**src/rtl/register_file.sv**
```systemverilog
// register_file: architectural register file and condition-flag register
// of the 16-bit CPU, between the ALU result bus and its operand buses.
//
// Ports:
//   Clock, Reset      - single clock; synchronous active-high reset
//   RegA, RegB        - read addresses for operand ports A and B
//   DataA, DataB      - combinational read data (R0 always reads zero)
//   RegW, WE          - write address and write enable
//   WriteData         - value written, normally the ALU Result
//   FlagWE            - load enable for the flag register
//   CarryIn           - ALU carry out of the most-significant slice
//   OverflowIn        - ALU signed overflow
//   Zero, Negative    - registered zero/sign of WriteData at last flag load
//   Carry, Overflow   - registered CarryIn/OverflowIn at last flag load
module register_file #(
    parameter int WIDTH = 16,
    parameter int ADDR  = 2
) (
    input  logic             Clock,
    input  logic             Reset,
    input  logic [ADDR-1:0]  RegA,
    input  logic [ADDR-1:0]  RegB,
    output logic [WIDTH-1:0] DataA,
    output logic [WIDTH-1:0] DataB,
    input  logic [ADDR-1:0]  RegW,
    input  logic             WE,
    input  logic [WIDTH-1:0] WriteData,
    input  logic             FlagWE,
    input  logic             CarryIn,
    input  logic             OverflowIn,
    output logic             Zero,
    output logic             Negative,
    output logic             Carry,
    output logic             Overflow
);

    localparam int NREG = 1 << ADDR;

    // Only R1..R(NREG-1) are storage; R0 is a constant zero.
    logic [WIDTH-1:0] regs [1:NREG-1];

    always_ff @(posedge Clock) begin
        if (Reset) begin
            for (int i = 1; i < NREG; i++) begin
                regs[i] <= '0;
            end
            Zero     <= 1'b0;
            Negative <= 1'b0;
            Carry    <= 1'b0;
            Overflow <= 1'b0;
        end else begin
            // Address 0 never matches a stored entry, so R0 writes vanish.
            for (int i = 1; i < NREG; i++) begin
                if (WE && RegW == ADDR'(i)) begin
                    regs[i] <= WriteData;
                end
            end
            // Flags come from WriteData, so compares into R0 still set them.
            if (FlagWE) begin
                Zero     <= (WriteData == '0);
                Negative <= WriteData[WIDTH-1];
                Carry    <= CarryIn;
                Overflow <= OverflowIn;
            end
        end
    end

    // No write bypass: reads see state as of the last edge.
    always_comb begin
        DataA = '0;
        DataB = '0;
        for (int i = 1; i < NREG; i++) begin
            if (RegA == ADDR'(i)) begin
                DataA = regs[i];
            end
            if (RegB == ADDR'(i)) begin
                DataB = regs[i];
            end
        end
    end

endmodule

```
**config.mk**
```make
export PLATFORM = sky130hd
export DESIGN_NAME = register_file
export DESIGN_NICKNAME = d
export VERILOG_FILES = /design/src/rtl/register_file.sv
export SDC_FILE = /design/constraint.sdc
export NUM_CORES = 1
export LEC_CHECK = 0
export BUFFER_PORTS_ARGS = -buffer_cell sky130_fd_sc_hd__buf_2
export CAP_MARGIN = 10
export CORE_UTILIZATION = 50
export DETAILED_ROUTE_END_ITERATION = 16
export PLACE_DENSITY = 0.77
export SLEW_MARGIN = 40
export SYNTH_ARGS = -nofsm -noshare
export SYNTH_HDL_FRONTEND = slang
export SYNTH_SLANG_ARGS = --single-unit
export TNS_END_PERCENT = 1
```
**constraint.sdc**
```tcl
create_clock -name Clock -period 4.05 [get_ports Clock]
set_input_delay 0.6075 -clock Clock [delete_from_list [all_inputs] [get_ports Clock]]
set_output_delay 0.6075 -clock Clock [all_outputs]
set_load 0.02 [all_outputs]
```
==> key figures <==
Clock tree
  – Clock Path Buffers: 2
  – CTS tree: built
  – Clk_lat worst skew: 0.30 ns
  – Root Driver: clkbuf_8
  – # hold bufs at CTS: 0
  – CTS sink cnt: 52
  – Num CTS Buffers: 5
  – Clk slew on worst S/H paths: 0.08 ns
  – Total number of H-tree levels: 2
  – Cts repair resizes: 0
  – Post-CTS Setup Bufs: 0

Timing
  – Final setup viols: 0
  – Min cycle time layout: 2.848 ns
  – Max Clk Rate: 0.3511 GHz
  – Hold Vio Cnt, Final: 0
  – Final WS setup: 1.202 ns
  – Relative slew slack: 50.61%
  – Clk_skew: 0 ns
  – Final Max Tran Viols: 0
  – Final worst-path cycle share: 70.33%
  – Worst-margin pin slew: 0.7394 ns
  – RSZ-0062 raised after global routing: no
  – Setup TNS: 0 ns

Yosys
  – Yosys reg bits: 52
  – Asr flop ratio synth: 0%
  – Ys flop type: edfxtp_1
  – Net Count, Synth: 233
  – Syn_area_per_cell: 13.42 um^2
  – Register area share after synthesis: 55.32%
  – Post-synth EDFFs: 48
  – Yosys warns: 0
  – Cells after synthesis: 205
  – Yosys cell types: 24
  – Synthesized area: 0.002750 mm^2

Run
  – MaxCap Viol Count: 0

Global route
  – Number of global-route vias before repair: 1845
  – Antenna violations before repair: 0
  – Largest net degree at the start of global routing: 18
  – Total gr overflow: 0
  – Global-route wire length before repair: 9556 um
  – All-Layer GR Usage: 21.72%

Die
  – Die area: 0.005801 mm^2
  – Effective utilization at floorplan: 52.84%
  – DIE WIDTH: 76.17 um
  – Top Ports: 64
  – Die height: 76.17 um
  – Core Rows: 26
  – Placeable core area: 0.005205 mm^2

Route
  – Routed length per instance: 18.25 um
  – Via density: 5.672
  – Via count: 1883
  – WL final: 6058 um
  – 1st-pass router iterations: 4
  – DR DRC count: 0
  – Antenna viol nets, final: 0
  – Number of DRC markers in iteration 0: 100

Setup path
  – CP Launch Type: input port
  – Slowest cell delay on critical path: 0.66 ns
  – Crit-path leading delay family: buffers and inverters
  – CP endpoint kind: output port
  – Cell mode on critical path: buf_2
  – Slowest cell on the critical path: nor2b_1
  – Crit path cell chain: buf_2 > nor2b_1 > buf_4 > a22o_1 > buf_2
  – Worst-path maximum fanout: 17
  – Setup Crit Path Kind: in2out
  – Critical path required time: 3.44 ns
  – CP arrival: 2.24 ns
  – Critical path buffers and inverters: 3

Pwr
  – VDD IR max: 0.0002104 V
  – Comb pwr share: 18.3%
  – Switching Fraction: 27.37%
  – Flop pwr share: 56.3%
  – Pint: 0.0008307 W
  – Pleak: 1.314 nW
  – Switching pwr: 0.0003131 W
  – PD cells: 362.6 mW/mm^2
  – Clock Power Share: 25.4%

Final layout
  – Share of layout cells above drive strength 1: 29.01%
  – # fillers: 436
  – Post-layout nets: 289
  – Antenna diode count: 0
  – Area Growth Syn to Fin: 14.70%

Place
  – PortBufs: 63
  – Global placer's final weighted congestion: 0.7024
  – Setup WS pre-CTS: 1.189 ns
  – DPL Wire Length: 4033 um

Outcome
  – Status: finished, final reports clean

Hold path
  – Hold crit path type: reg2reg
## layer usage
| layer | routed length (um) | GRT usage [%] |
|---|---|---|
| met3 | 235 | 4.072 |
| met1 | 2729 | 27.53 |
| met2 | 3014 | 37.91 |
| met4 | 79 | 6.346 |
| met5 | 0 | 0 |
## path summary, 6_finish.rpt
check	start	end	depth (start not counted)	slack, ns
setup reg to reg	Zero	Zero	2	3.44
hold / removal	Overflow	Overflow	2	0.49
setup / recovery	RegB[0]	DataB[15]	5	1.20
hold reg to reg	Overflow	Overflow	2	0.49
## cells by family after synthesis
| family | synth area share [%] |
|---|---|
| DFF | 55.32 |
| muxes | 14.19 |
| buffers and inverters | 3.958 |
| AOI/OAI and AO/OA | 11.33 |
| and+or+nand+nor | 15.20 |
## power by group through the flow
stage                     sequential [W]  clock, W  combinational, W
after detailed placement        0.000656         0          0.000210
after global placement          0.000653         0          0.000207
after floorplan                 0.000651         0          0.000140
after global routing            0.000648  0.000315          0.000224
final                           0.000644  0.000291          0.000209
after CTS                       0.000643  0.000294          0.000211
## cells in the final DEF, fill, tap and decap left out, drive strengths merged, types with 3 or more instances in the layout
master	synthesis	final
a22o	32	32
and2	48	48
buf	14	66
clkbuf	3	6
dfxtp	4	4
edfxtp	48	48
mux2	32	32
mux2i	3	3
nor2	3	3
nor4	4	4
## layout make-up
type | instances | area, um^2 | share of cell area [%]
Tap cell | 70 | 87.58 | 2.777
Clock buffer | 6 | 72.57 | 2.301
Clock inverter | 2 | 11.26 | 0.3570
Inverter | 1 | 3.754 | 0.1190
Timing Repair Buffer | 66 | 337.8 | 10.71
Multi-Input combinational cell | 135 | 1120 | 35.50
Sequential cell | 52 | 1521 | 48.23
## worst min-delay path: stages (launching register included)
cell	delay, ns
dfxtp_1	0.33
mux2i_1	0.06
nor2_1	0.07
## synth_stat cells (2+ instances only)
master | count | share of area, %
dfxtp_1 | 4 | 2.9
a31o_2 | 2 | 0.64
clkbuf_1 | 3 | 0.41
a22o_1 | 32 | 10
and2_1 | 48 | 11
buf_2 | 9 | 1.6
nor4_1 | 4 | 0.91
mux2_1 | 32 | 13
mux2i_1 | 3 | 1.1
edfxtp_1 | 48 | 52
nor2_1 | 3 | 0.41
buf_4 | 2 | 0.55
buf_6 | 3 | 1.2
nor2b_1 | 2 | 0.45
## flip-flops by register name, indices dropped and copies added (netlist names)
register / cells
Carry: 1
Negative: 1
Overflow: 1
Zero: 1
regs: 48
## stage by stage
stage / util [%] / total power (W) / hold slack [ns] / area (um^2) / instances
2_1_floorplan: - / 0.0007917 / 0.5571 / 2750 / 205
3_3_place_gp: 58.99 / 0.0008598 / 0.4698 / 3070 / 324
3_5_place_dp: 58.99 / 0.0008659 / 0.4808 / 3070 / 324
4_1_cts: 60.60 / 0.001149 / 0.4942 / 3154 / 332
5_1_grt: 60.60 / 0.001186 / 0.5441 / 3154 / 332
6_report: 60.60 / 0.001144 / 0.4947 / 3154 / 332
No activity file was read; power rests on OpenSTA's default activity.
